**config.mk**
```make
export PLATFORM = sky130hd
export DESIGN_NAME = lane_aligner_reset_sequencer
export DESIGN_NICKNAME = d
export VERILOG_FILES = /design/src/rtl/lane_aligner_reset_sequencer_pkg.sv /design/src/rtl/lane_aligner_reset_sequencer_lane_fsm.sv /design/src/rtl/lane_aligner_reset_sequencer.sv
export SDC_FILE = /design/constraint.sdc
export NUM_CORES = 1
export LEC_CHECK = 0
export BUFFER_PORTS_ARGS = -buffer_cell sky130_fd_sc_hd__buf_2
export CAP_MARGIN = 30
export CORE_MARGIN = 2
export CORE_UTILIZATION = 40
export CTS_CLUSTER_SIZE = 16
export DETAILED_ROUTE_END_ITERATION = 7
export RECOVER_POWER = 100
export SKIP_LAST_GASP = 1
export SYNTH_ARGS = -nofsm -noshare
export SYNTH_HDL_FRONTEND = slang
export SYNTH_HIERARCHICAL = 1
export SYNTH_SLANG_ARGS = --single-unit
```
**constraint.sdc**
```tcl
create_clock -name clk_i -period 6.23 [get_ports clk_i]
set_clock_uncertainty 0.1 [all_clocks]
set_input_delay 0.9345 -clock clk_i [delete_from_list [all_inputs] [get_ports clk_i]]
set_output_delay 0.9345 -clock clk_i [all_outputs]
set_load 0.01 [all_outputs]
```
**src/rtl/lane_aligner_reset_sequencer_pkg.sv**
```systemverilog
// Shared definitions for the multi-lane byte-aligner reset sequencer:
// lane FSM state encoding and counter width helpers.
package lane_aligner_reset_sequencer_pkg;

  // Legacy-compatible state codes, also used as the enum values below
  localparam logic [1:0] ST_HOLD       = 2'd0;
  localparam logic [1:0] ST_WAIT_ALIGN = 2'd1;
  localparam logic [1:0] ST_LOCKED     = 2'd2;
  localparam logic [1:0] ST_FAIL       = 2'd3;

  typedef enum logic [1:0] {
    HOLD       = ST_HOLD,
    WAIT_ALIGN = ST_WAIT_ALIGN,
    LOCKED     = ST_LOCKED,
    FAIL       = ST_FAIL
  } lane_state_t;

  // Number of bits needed to hold every value 0..max_value (at least 1)
  function automatic int width_for(input int max_value);
    int w;
    w = 1;
    while ((1 << w) <= max_value) w++;
    return w;
  endfunction

  function automatic int max_of(input int a, input int b);
    return (a > b) ? a : b;
  endfunction

endpackage

```
**src/rtl/lane_aligner_reset_sequencer_lane_fsm.sv**
```systemverilog
// One lane's reset sequencer: holds the byte aligner in reset, waits for
// sync with a bounded number of timeout retries, and re-arms on request.
module lane_reset_fsm
  import lane_aligner_reset_sequencer_pkg::*;
#(
  parameter int HOLD_CYCLES    = 5,
  parameter int TIMEOUT_CYCLES = 1024,
  parameter int MAX_RETRIES    = 3
) (
  input  logic clk,
  input  logic rst_n,
  input  logic enable,
  input  logic rearm,
  input  logic aligned,
  output logic aligner_reset,
  output logic locked,
  output logic error
);

  localparam int CNT_W = width_for(max_of(HOLD_CYCLES, TIMEOUT_CYCLES));
  localparam int RTY_W = width_for(MAX_RETRIES);

  localparam logic [CNT_W-1:0] HOLD_LAST    = CNT_W'(HOLD_CYCLES - 1);
  localparam logic [CNT_W-1:0] TIMEOUT_LAST =
    CNT_W'((TIMEOUT_CYCLES == 0) ? 0 : TIMEOUT_CYCLES - 1);
  localparam logic [CNT_W-1:0] CNT_MAX      = {CNT_W{1'b1}};
  localparam logic [RTY_W-1:0] RETRY_LIMIT  = RTY_W'(MAX_RETRIES);
  localparam bit               TIMEOUT_EN   = (TIMEOUT_CYCLES != 0);

  lane_state_t      state, state_d;
  logic [CNT_W-1:0] count, count_d;
  logic [RTY_W-1:0] retries, retries_d;

  // Next-state logic; disable beats rearm, rearm beats aligned, aligned beats timeout
  always_comb begin
    state_d   = state;
    count_d   = count;
    retries_d = retries;
    if (!enable || rearm) begin
      state_d   = HOLD;
      count_d   = '0;
      retries_d = '0;
    end else begin
      case (state)
        HOLD: begin
          if (count == HOLD_LAST) begin
            state_d = WAIT_ALIGN;
            count_d = '0;
          end else begin
            count_d = count + 1'b1;
          end
        end
        WAIT_ALIGN: begin
          if (aligned) begin
            state_d   = LOCKED;
            count_d   = '0;
            retries_d = '0;
          end else if (TIMEOUT_EN && (count == TIMEOUT_LAST)) begin
            retries_d = retries + 1'b1;
            count_d   = '0;
            state_d   = (retries_d == RETRY_LIMIT) ? FAIL : HOLD;
          end else if (count != CNT_MAX) begin
            count_d = count + 1'b1;
          end
        end
        default: begin
          state_d = state;
        end
      endcase
    end
  end

  // State, counters and outputs registered together so outputs track state exactly
  always_ff @(posedge clk or negedge rst_n) begin
    if (!rst_n) begin
      state         <= HOLD;
      count         <= '0;
      retries       <= '0;
      aligner_reset <= 1'b1;
      locked        <= 1'b0;
      error         <= 1'b0;
    end else begin
      state         <= state_d;
      count         <= count_d;
      retries       <= retries_d;
      aligner_reset <= (state_d == HOLD) || (state_d == FAIL);
      locked        <= (state_d == LOCKED);
      error         <= (state_d == FAIL);
    end
  end

endmodule

```
**src/rtl/lane_aligner_reset_sequencer.sv**
```systemverilog
// Multi-lane byte-aligner reset sequencer: one independent lane FSM per
// data lane plus a registered global lock flag for the lane merger.
module lane_aligner_reset_sequencer
  import lane_aligner_reset_sequencer_pkg::*;
#(
  parameter int LANES          = 4,
  parameter int HOLD_CYCLES    = 5,
  parameter int TIMEOUT_CYCLES = 1024,
  parameter int MAX_RETRIES    = 3
) (
  input  logic             clk_i,
  input  logic             reset_n_i,
  input  logic [LANES-1:0] lane_enable_i,
  input  logic [LANES-1:0] rearm_i,
  input  logic [LANES-1:0] aligned_i,
  output logic [LANES-1:0] aligner_reset_o,
  output logic [LANES-1:0] lane_locked_o,
  output logic [LANES-1:0] lane_error_o,
  output logic             all_locked_o
);

  for (genvar g = 0; g < LANES; g++) begin : g_lane
    lane_reset_fsm #(
      .HOLD_CYCLES   (HOLD_CYCLES),
      .TIMEOUT_CYCLES(TIMEOUT_CYCLES),
      .MAX_RETRIES   (MAX_RETRIES)
    ) u_fsm (
      .clk          (clk_i),
      .rst_n        (reset_n_i),
      .enable       (lane_enable_i[g]),
      .rearm        (rearm_i[g]),
      .aligned      (aligned_i[g]),
      .aligner_reset(aligner_reset_o[g]),
      .locked       (lane_locked_o[g]),
      .error        (lane_error_o[g])
    );
  end

  // Global lock: every enabled lane locked and at least one lane enabled
  always_ff @(posedge clk_i or negedge reset_n_i) begin
    if (!reset_n_i) begin
      all_locked_o <= 1'b0;
    end else begin
      all_locked_o <= (&(lane_locked_o | ~lane_enable_i)) & (|lane_enable_i);
    end
  end

endmodule
```
==> results of run 1 <==
cells by family after synthesis:
kind of cell / count (synthesis)
AND/OR/NAND/NOR: 214
AO/OA/AOI/OAI: 122
flip-flops: 73
buffers and inverters: 39
adder cells (fa/ha/maj): 12
multiplexers: 6
final timing paths:
check / start / to / slack (ns) / cells past startpoint
min: g_lane[0].u_fsm/retries[1]$_DFFE_PN0P_ / g_lane[0].u_fsm/retries[1]$_DFFE_PN0P_ / 0.42 / 2
min reg2reg: g_lane[0].u_fsm/retries[1]$_DFFE_PN0P_ / g_lane[0].u_fsm/retries[1]$_DFFE_PN0P_ / 0.42 / 2
max: g_lane[3].u_fsm/count[9]$_DFFE_PN0P_ / g_lane[3].u_fsm/count[6]$_DFFE_PN0P_ / 3.46 / 5
min in group asynchronous: reset_n_i / g_lane[3].u_fsm/count[7]$_DFFE_PN0P_ / 0.59 / 2
max in group asynchronous: reset_n_i / g_lane[1].u_fsm/aligner_reset$_DFF_PN1_ / 5.09 / 2
max reg2reg: g_lane[3].u_fsm/count[9]$_DFFE_PN0P_ / g_lane[3].u_fsm/count[6]$_DFFE_PN0P_ / 3.46 / 5
layer usage:
layer	track usage (%)	up-vias	routed length (µm)
met1	21.2	1687	4330
met3	3.89	9	297
li1	-	1781	-
met2	27.8	61	4410
met4	6.41	0	120
met5	0	-	0
layout make-up:
class / instances / area, µm² / share of cell area [%]
tap: 140 / 175 / 3.70
multi-input combinational: 354 / 2280 / 48.2
inverter: 22 / 82.6 / 1.74
clock buffer: 10 / 138 / 2.90
timing repair buffer: 27 / 136 / 2.88
clock inverter: 6 / 90.1 / 1.90
sequential: 73 / 1830 / 38.7
registers in the layout, summed over array words and instances (netlist names):
name	cells
g_lane.u_fsm/state	8
g_lane.u_fsm/error	4
g_lane.u_fsm/count	44
g_lane.u_fsm/retries	8
g_lane.u_fsm/locked	4
all_locked_o	1
g_lane.u_fsm/aligner_reset	4
worst max-delay path: cells and delay by family, from the launching register on:
kind | cells | cell delay, ns
and+or+nand+nor | 3 | 1.47
DFF | 1 | 0.42
AOI/OAI and AO/OA | 2 | 0.66
through the flow:
stage,instances,total power (µW)
2_1_floorplan,466,521
3_3_place_gp,615,543
3_5_place_dp,615,543
4_1_cts,631,973
5_1_grt,632,999
6_report,632,950
power breakdown:
| group | leakage, µW | internal (µW) | switching, µW |
|---|---|---|---|
| sequential | 0.00100 | 476 | 2.64 |
| clock | 0.000113 | 238 | 181 |
| combinational | 0.00105 | 17.3 | 35.3 |
layout by cell type, fill, tap and decap left out, types with 4 or more instances in the layout:
cell	n
dfstp_2	4
nand2b_1	12
inv_1	22
clkbuf_8	10
a21oi_1	18
o21ai_1	6
nor2_1	44
clkbuf_1	17
and2_1	5
and4_1	5
nand3_1	18
o31ai_1	8
nor4b_1	5
o21ai_0	15
buf_2	9
nand2_1	33
nor2b_1	13
ha_1	12
a22o_1	26
dfrtp_1	69
nand3b_1	4
or4_1	4
nor3_1	21
a21o_1	18
o211ai_1	5
nor4_1	11
and3_1	9
nand4_1	9
==> results.txt, run 1 <==
The cell area after layout is 0.00474 mm². The detailed-route via count is 3,538. The maximum number of pins on one net before global-route repair came out at 74. The clock transition at the registers of the reported paths came out at 0.08 ns. The portion of netlist area occupied by mux cells is 1.54%. The largest stage delay on the critical path is 0.57 ns. The flow ran to the end, and the final reports show no timing, DRC or antenna violations. The share of flip-flops with an asynchronous set or reset is 100%.

In the routed design, unresolved DRC markers number 0. The total power divided by cell area came out at 201 mW/mm². The first-iteration detailed-routing DRC count is 245. At the placement stage, the worst setup path has a slack of 3.65 ns. The analysis attributes to cell leakage a power of 0.00217 µW. Global routing consumed, over all layers together, 16.7% of the routing resources. The required time of the worst setup path came out at 6.37 ns. Clock latency on the worst-skew pair, taken at its later pin, is 0.35 ns. Traced cell by cell, the critical path runs through or4b_1 > or4b_1 > o211ai_1 > nor2_1 > a22o_1. The via count of the first global-routing pass is 3,398.

The routed design has 9.16 mm of wire. The setup slack after layout came out at 3.46 ns. The synthesized-area fraction occupied by adder cells is 3.43%.

The highest ir drop seen on vdd came out at 0.000144 V. By instance count, the cell type seen most on the critical path is or4b_1. Once detail routing completed, the nets flagged for antenna violations numbered 0. The number of I/O port buffers came out at 26. The number of buffers inserted during clock tree synthesis came out at 9.

Row generation in the floorplan step produced 38 rows. The part of the Yosys area used for sequential elements came out at 41.8%. After clock tree synthesis, the flow added hold-fix buffers numbering 0. Setup repair after global routing left no endpoint under its margin. The total negative slack for setup checks came out at 0 ns.

The clock net in this run drives a total of 73 sinks. Clock tree synthesis selected as its root buffer the cell clkbuf_8. Max-cap violations in this run came to 0.

The sum of overflow across all layers after global routing came out at 0. The data arrival time of the critical path is 2.91 ns. The detailed placer's ending HPWL came out at 6.56 mm. The region available for standard cell placement spans 0.0107 mm². The global-route wire length before repair is 15.9 mm. The number of nets produced by synthesis came out at 492. The kind of start point of the critical path is a register. The number of top-level pins is 27. The cell area after technology mapping came out at 0.00438 mm².

The post-CTS repair timing setup buffer count is 0. The deepest level of the CTS H-tree is 3. At the pin with the least slew margin, the transition time is 0.757 ns.

In the final design database the tool counted 513 nets. The number of antenna diodes is 0. The count of flip-flops with a built-in enable after synthesis came out at 0.

The worst hold slack across all endpoints is 0.419 ns. The placed standard-cell area came out at 0.00459 mm². The share of the clock period used by the worst path came out at 44.4%.

The average routed wire per standard cell came out at 14.5 µm. The share of synthesized area in the top cell type comes to 39.4%. The setup path with the least slack is of type reg -> reg. The Yosys warning count came out at 6. The filler cell count in the final layout is 1,079. The clock tree from TritonCTS is yes. Sorting the synthesized cells by area gives the leading types as dfrtp_1, a22o_1, nor2_1. The die span in y is 109 µm. Yosys instantiated no cell more often than dfrtp_1. Compared with the post-synthesis result, the final layout area differs by 8.11%. The main combinational cell family by area after synthesis is simple AND/OR/NAND/NOR gates.

The compound-cell area share of the yosys netlist came out at 21.4%. The fraction of the mapped netlist area in simple logic gates is 27.7%. The worst-path maximum fanout came out at 11.

After Yosys synthesis, XOR and XNOR cells account for 0% of the synthesized area. The fraction of final layout cells sized beyond drive strength 1 is 8.54%. The count of mapped cells out of synthesis is 466. The final count of pins violating max slew came to 0. The die outline width came out at 109 µm.

The post-synthesis average cell area is 9.41 µm². Dividing the detail-routed via count by the number of cells gives 5.60. The initial antenna violation count is 0. Among all flip-flop cells after synthesis, the most frequent one is dfrtp_1. The post-cts resize count came out at 0. STA classifies the critical path endpoint as a register. The number of distinct library cells after synthesis is 65. Counting flops and latches in the post-synthesis netlist gives 73. The count of endpoints failing setup in the final report came out at 0.

The maximum operating frequency came out at 361 MHz. By count the netlist is led by dfrtp_1, nor2_1, nand2_1, a22o_1, inv_1. The largest individual stage delay along the critical path comes from the cell or4b_1.

The weighted congestion at the end of routability-driven global placement came out at 0.842. The kind of path behind the tightest hold check is reg -> reg. Once the floorplan was initialized, standard cells occupied 40.8% of the core. The smallest clock period supported by the final layout is computed as 2.77 ns.

The number of buffers between clock root and the deepest sink came out at 2. The worst-case headroom to the max-slew limit came out at 49.3%. The number of detailed-routing iterations run before antenna repair came out at 4. Cells fill 44.1% of the core in the end. The floorplan die area came out at 0.0118 mm². The count of endpoints failing hold in the final timing report came out at 0. The largest total area in the synthesized netlist belongs to dfrtp_1.
Note: power is estimated with default switching activity, not from simulation.
==> inputs of run 2 (changes only) <==
==> constraint.sdc (replaced) <==
create_clock -name clk_i -period 2.29 [get_ports clk_i]
set_clock_uncertainty 0.1 [all_clocks]
set_input_delay 0.3435 -clock clk_i [delete_from_list [all_inputs] [get_ports clk_i]]
set_output_delay 0.3435 -clock clk_i [all_outputs]
set_load 0.01 [all_outputs]
==> results.txt, run 2 (same netlist as run 1, synthesis figures left out) <==
The final antenna-violating net count came out at 0 (unchanged). The clock latency of the later-clocked register in the worst-skew pair came out at 0.37 ns (+0.02 ns). The global-route wire length before repair is 16.3 mm (+2.4%). The clock tree from TritonCTS is yes.

The number of vias per cell came out at 5.69 (+1.7%). The weighted congestion at the end of routability-driven global placement came out at 0.835 (-0.86%). The total wire length after detailed routing is 9.71 mm (+6.0%). The library cell used most frequently in the layout, excluding fill and tap cells, is dfrtp_1. The worst-case register-to-register setup slack was 0.05 ns (-3.41 ns). The library cells used most frequently in the layout, excluding fill and tap cells, are dfrtp_1, nor2_1, nand2_1, a22o_1, inv_1.

The slew at the pin closest to its max-slew limit is 0.918 ns (+0.161 ns). The die outline width is 109 µm (unchanged). The number of buffers inserted during clock tree synthesis is 9 (unchanged). The flip-flop count of the largest register, all copies and words added is 44 (unchanged). The root cell of the clock tree is clkbuf_8. The clock sink total is 73 (unchanged). The maximum number of pins on one net before global-route repair is 38 (-49%). The clock transition at the registers of the reported paths is 0.08 ns (about the same). In the final layout, the registers with the most flip-flops are g_lane.u_fsm/count (44), g_lane.u_fsm/retries (8), g_lane.u_fsm/state (8). The worst register-to-register path ends at g_lane[3].u_fsm/count[8]$_DFFE_PN0P_. The number of detailed-routing iterations run before antenna repair is 4 (unchanged). The largest stage delay on the critical path was 0.55 ns (-0.02 ns). The shortest period the worst path allows is 2.24 ns (-0.533 ns). The kind of path behind the tightest hold check is in -> reg. The number of top-level pins came out at 27 (unchanged). The total DRC errors in the routed layout came out at 0 (unchanged). The die span in y came to 109 µm (unchanged). The deepest level of the CTS H-tree came out at 3 (unchanged). The number of nets in the finished design came out at 531 (+3.5%). The startpoint identified for the worst register-to-register timing path is g_lane[3].u_fsm/count[9]$_DFFE_PN0P_.

By instance count, the cell type seen most on the critical path is or4b_4. The run finished with clean final reports. The floorplan die area is 0.0118 mm² (unchanged). The final count of pins violating max slew is 0 (unchanged).

The detailed-route via count is 3,699 (+4.6%). The detailed placer's ending HPWL was 6.78 mm (+3.3%). The setup path with the least slack is of type reg -> reg. The highest ir drop seen on vdd is 0.000228 V (+59%). The register name with the most flops is g_lane.u_fsm/count. The via count of the first global-routing pass came to 3,426 (+0.82%). The first-iteration detailed-routing DRC count is 281 (+15%).

The total power divided by cell area is 538 mW/mm² (+170%). The max-capacitance violation count is 0 (unchanged). The post-CTS repair timing setup buffer count came out at 0 (unchanged). The kind of cell adding the most delay to the critical path is simple AND/OR/NAND/NOR gates.

The initial standard-cell utilization of the core came out at 40.8% (unchanged). Walking the worst path, the cells encountered are or4b_4 > or4b_4 > o211ai_2 > buf_4 > o21ai_2 > a22o_1. The number of I/O port buffers came to 26 (unchanged). STA classifies the critical path endpoint as a register.

The total negative slack for setup checks was 0 ns (unchanged). The area of the core came out at 0.0107 mm² (unchanged). The instance count along the most critical hold path came to 2 (unchanged). The number of cell rows came out at 38 (unchanged). The number of buffers between clock root and the deepest sink came out at 2 (unchanged).

The count of endpoints failing setup in the final report is 0 (unchanged). The worst-case headroom to the max-slew limit came out at 38.8% (-11 points). The maximum operating frequency is 447 MHz (+24%). The depth of the worst register-to-register path is 6 (+1). The global-route usage over all layers came out at 17.6% (+0.87 points). The launch point of the worst hold path is aligned_i[2]. The data arrival time of the critical path was 2.39 ns (-0.52 ns). The required time of the worst setup path is 2.45 ns (-3.92 ns). The worst-path maximum fanout came to 4 (-7). The reported leakage power came out at 0.00229 µW (+5.5%). The slowest stage of the critical path is the or4b_4 cell. For hold timing, the worst endpoint is g_lane[2].u_fsm/retries[0]$_DFFE_PN0P_. The average routed wire per standard cell came out at 14.9 µm (+3.1%). The count of endpoints failing hold in the final timing report is 0 (unchanged).

The area overhead of the layout relative to synthesis is 13.2%. The share of the clock period used by the worst path is 97.6% (+53 points). Setup repair after global routing could not meet its margin everywhere. The buffer and inverter count on the worst path is 1 (+1). The fraction of final layout cells sized beyond drive strength 1 came to 15.3% (+6.8 points). The sum of overflow across all layers after global routing came to 0 (unchanged).

The number of antenna diodes came out at 0 (unchanged). The overall power consumption is 2670 µW (+180%). The initial antenna violation count is 0 (unchanged). The kind of start point of the critical path is a register.
## run 2: cell count changes in the layout (fill, tap and decap cells not counted), sizes merged
cell / change
clkbuf: +2
buf: +17
dlygate4sd3: +1
inv: -1
clkinvlp: -1
## run 2: layout make-up
cell class	count	area, µm²
sequential	73	1830
clock buffer	12	165
timing repair buffer	45	255
multi-input combinational	354	2380
inverter	22	82.6
fill	1044	5780
tap	140	175
clock inverter	4	73.8
## run 2: through the flow
| stage | hold slack [ns] | setup slack (ns) | cells | cell area, µm² | util (%) |
|---|---|---|---|---|---|
| after floorplan | -0.0521 | 0.0521 | 466 | 4380 | - |
| final | 0.168 | 0.0544 | 650 | 4960 | 46.2 |
| after CTS | 0.145 | 0.0151 | 650 | 4990 | 46.4 |
| after global placement | 0.243 | 0.0599 | 633 | 4740 | 44.1 |
| after global routing | 0.176 | -0.0160 | 650 | 4960 | 46.2 |
| after detailed placement | 0.249 | 0.0371 | 633 | 4740 | 44.1 |
## run 2: per-layer routing
| layer | GRT usage, % | up-vias | wire (µm) |
|---|---|---|---|
| met1 | 22.4 | 1802 | 4480 |
| met3 | 4.18 | 17 | 352 |
| met4 | 8.24 | 0 | 258 |
| met5 | 0 | - | 0 |
| li1 | - | 1810 | - |
| met2 | 28.3 | 70 | 4620 |
## run 2: power by group
| part | switching [µW] | leakage [µW] | internal, µW |
|---|---|---|---|
| combinational | 102 | 0.00116 | 55.4 |
| clock | 509 | 0.000123 | 703 |
| sequential | 6.98 | 0.00100 | 1300 |
| total | 617 | 0.00229 | 2050 |
## run 2: what timing repair did
action | in CTS | in global routing
gates resized for setup | 0 | 6
hold buffers | 1 | 0
endpoints found under the setup margin | 0 | 13
hold endpoints to repair | 33 | 0
## run 2: worst max path at each step
| stage | from | to | slack, ns | depth (start not counted) |
|---|---|---|---|---|
| after floorplan | g_lane[0].u_fsm/count[1]$_DFFE_PN0P_ | g_lane[0].u_fsm/count[0]$_DFFE_PN0P_ | 0.05 | 8 |
| after global placement | g_lane[3].u_fsm/count[9]$_DFFE_PN0P_ | g_lane[3].u_fsm/count[9]$_DFFE_PN0P_ | 0.06 | 5 |
| after detailed placement | g_lane[3].u_fsm/count[9]$_DFFE_PN0P_ | g_lane[3].u_fsm/count[5]$_DFFE_PN0P_ | 0.04 | 5 |
| after CTS | g_lane[3].u_fsm/count[9]$_DFFE_PN0P_ | g_lane[3].u_fsm/count[5]$_DFFE_PN0P_ | 0.02 | 5 |
| after global routing | g_lane[3].u_fsm/count[9]$_DFFE_PN0P_ | g_lane[3].u_fsm/count[3]$_DFFE_PN0P_ | -0.02 | 6 |
| final | g_lane[3].u_fsm/count[9]$_DFFE_PN0P_ | g_lane[3].u_fsm/count[8]$_DFFE_PN0P_ | 0.05 | 6 |
==> inputs of run 3 (changes only) <==
--- a/config.mk
+++ b/config.mk
@@ -11,6 +11,7 @@
 export CORE_UTILIZATION = 40
 export CTS_CLUSTER_SIZE = 16
 export DETAILED_ROUTE_END_ITERATION = 7
+export MAX_ROUTING_LAYER = met4
 export RECOVER_POWER = 100
 export SKIP_LAST_GASP = 1
 export SYNTH_ARGS = -nofsm -noshare
==> results.txt, run 3 (same netlist as run 1, synthesis figures left out) <==
The total DRC errors in the routed layout is 0 (unchanged). The initial antenna violation count came out at 0 (unchanged). In this run the most critical hold path is launched from aligned_i[1]. The library cell used most frequently in the layout, excluding fill and tap cells, is dfrtp_1. The shortest period the worst path allows was 2.24 ns (+0.0000262 ns). The maximum number of pins on one net before global-route repair came out at 38 (unchanged). The worst reg2reg path startpoint is g_lane[3].u_fsm/count[9]$_DFFE_PN0P_.

The max-capacitance violation count is 0 (unchanged). Setup repair after global routing could not meet its margin everywhere. The number of cell rows is 38 (unchanged).

The clock sink total is 73 (unchanged). Ranked by flip-flop count, first place goes to g_lane.u_fsm/count. The worst setup path is of the reg -> reg kind. The clock transition at the registers of the reported paths came out at 0.08 ns (about the same). The root buffer cell chosen for the clock tree is clkbuf_8. The detailed-route via count is 3,683 (-0.43%). The area of the core was 0.0107 mm² (unchanged). The flip-flop count of the largest register, all copies and words added is 44 (unchanged).

The initial standard-cell utilization of the core is 40.8% (unchanged). The reported leakage power came to 0.00229 µW (+0.11%). The floorplan die area is 0.0118 mm² (unchanged). The die outline width is 109 µm (unchanged). The global-route usage over all layers came out at 18.1% (+0.53 points).

The setup slack after layout is 0.0544 ns (-0.0000262 ns). The total negative slack for setup checks came out at 0 ns (unchanged). The number of vias per cell was 5.67 (-0.43%).

In the final layout, the registers with the most flip-flops are g_lane.u_fsm/count (44), g_lane.u_fsm/retries (8), g_lane.u_fsm/state (8). The via count of the first global-routing pass was 3,419 (-0.20%). The number of nets in the finished design is 531 (unchanged). The library cells used most frequently in the layout, excluding fill and tap cells, are dfrtp_1, nor2_1, nand2_1, a22o_1, inv_1. The slew at the pin closest to its max-slew limit is 0.918 ns (-0.000357 ns). The share of the clock period used by the worst path is 97.6% (about the same). The maximum operating frequency is 447 MHz (about the same). The final antenna-violating net count is 0 (unchanged).

The global-route wire length before repair was 16.3 mm (unchanged). The clock tree from TritonCTS is yes. The area overhead of the layout relative to synthesis came out at 13.2% (about the same). The count of endpoints failing hold in the final timing report is 0 (unchanged). The data arrival time of the critical path came to 2.39 ns (about the same). The number of antenna diodes came to 0 (unchanged). The required time of the worst setup path was 2.45 ns (about the same). The worst setup slack before clock tree synthesis was 0.0371 ns (unchanged). The total wire length after detailed routing is 9.69 mm (-0.29%). The number of buffers between clock root and the deepest sink is 2 (unchanged). The flow ran to the end, and the final reports show no timing, DRC or antenna violations.

The number of detailed-routing iterations run before antenna repair came out at 4 (unchanged). The sum of overflow across all layers after global routing is 0 (unchanged). The kind of start point of the critical path is a register. The die span in y is 109 µm (unchanged).

The worst-case headroom to the max-slew limit came out at 38.8% (about the same). The number of buffers inserted during clock tree synthesis is 9 (unchanged). The first-iteration detailed-routing DRC count is 313 (+11%).

The filler cell count in the final layout is 1,045 (+0.096%). The min-delay analysis places its worst path in the category in -> reg. The deepest level of the CTS H-tree was 3 (unchanged). The clock latency of the later-clocked register in the worst-skew pair came to 0.37 ns (about the same). The count of endpoints failing setup in the final report came out at 0 (unchanged). The fraction of final layout cells sized beyond drive strength 1 came out at 15.1% (-0.20 points). The critical path startpoint is g_lane[3].u_fsm/count[9]$_DFFE_PN0P_. The worst-path maximum fanout came out at 4 (unchanged). The highest ir drop seen on vdd is 0.000227 V (-0.16%).

The average routed wire per standard cell is 14.9 µm (-0.29%). The number of I/O port buffers came out at 26 (unchanged). The detailed placer's ending HPWL is 6.78 mm (unchanged).

The weighted congestion at the end of routability-driven global placement came out at 0.848 (+1.5%). The share of the core filled with cells in the final layout came to 46.2% (about the same). The overall power consumption came out at 2670 µW (about the same).

The final count of pins violating max slew is 0 (unchanged). The endpoint type of the worst setup path is a register. The total power divided by cell area is 538 mW/mm² (about the same). The number of top-level pins is 27 (unchanged).
-- run 3: path summary, 6_finish.rpt --
kind | slack (ns) | end | cells after the start
setup / recovery | 0.05 | g_lane[3].u_fsm/count[8]$_DFFE_PN0P_ | 6
hold / removal | 0.18 | g_lane[1].u_fsm/retries[0]$_DFFE_PN0P_ | 2
setup reg to reg | 0.05 | g_lane[3].u_fsm/count[8]$_DFFE_PN0P_ | 6
hold reg to reg | 0.42 | g_lane[0].u_fsm/retries[1]$_DFFE_PN0P_ | 2
max in group asynchronous | 0.43 | g_lane[2].u_fsm/aligner_reset$_DFF_PN1_ | 3
min in group asynchronous | 0.54 | g_lane[3].u_fsm/count[8]$_DFFE_PN0P_ | 2
-- run 3: critical path, cell delays in order (launching register included) --
cell	delay, ns
dfrtp_1	0.38
or4b_4	0.55
or4b_4	0.53
o211ai_2	0.12
buf_4	0.18
o21ai_2	0.05
a22o_1	0.21
-- run 3: report_power, final --
group          switching [µW]  leakage [µW]  internal [µW]
Sequential               6.86       0.00100           1300
Combinational             101       0.00116           55.3
Clock                     508      0.000123            703
Total                     616       0.00229           2050
-- run 3: layout make-up --
| class | instances | area [µm²] | share of cell area (%) |
|---|---|---|---|
| clock buffers | 12 | 165 | 3.33 |
| well taps | 140 | 175 | 3.53 |
| inverters | 22 | 82.6 | 1.66 |
| multi-input cells | 354 | 2380 | 47.9 |
| repair buffers | 45 | 255 | 5.15 |
| flip-flops and latches | 73 | 1830 | 36.9 |
| clock inverters | 4 | 73.8 | 1.49 |
-- run 3: routing by layer --
| layer | share of wire (%) | vias up | GRT usage [%] |
|---|---|---|---|
| met5 | 0 | - | - |
| met3 | 3.7 | 17 | 3.29 |
| li1 | - | 1813 | - |
| met1 | 46 | 1780 | 22.4 |
| met2 | 47 | 73 | 28.3 |
| met4 | 2.9 | 0 | 9.62 |
-- run 3: timing repair --
| action | in CTS | in global routing |
|---|---|---|
| resized for setup | 0 | 6 |
| endpoints found under the setup margin | 0 | 14 |
| endpoints found under the hold margin | 33 | 0 |
| hold buffers | 1 | 0 |
| buffers inserted | 0 | 0 |
-- run 3: per-stage QoR --
step / cells / hold slack [ns] / area, µm²
2_1_floorplan: 466 / -0.0521 / 4380
3_3_place_gp: 633 / 0.243 / 4740
3_5_place_dp: 633 / 0.249 / 4740
4_1_cts: 650 / 0.145 / 4990
5_1_grt: 650 / 0.180 / 4960
6_report: 650 / 0.180 / 4960
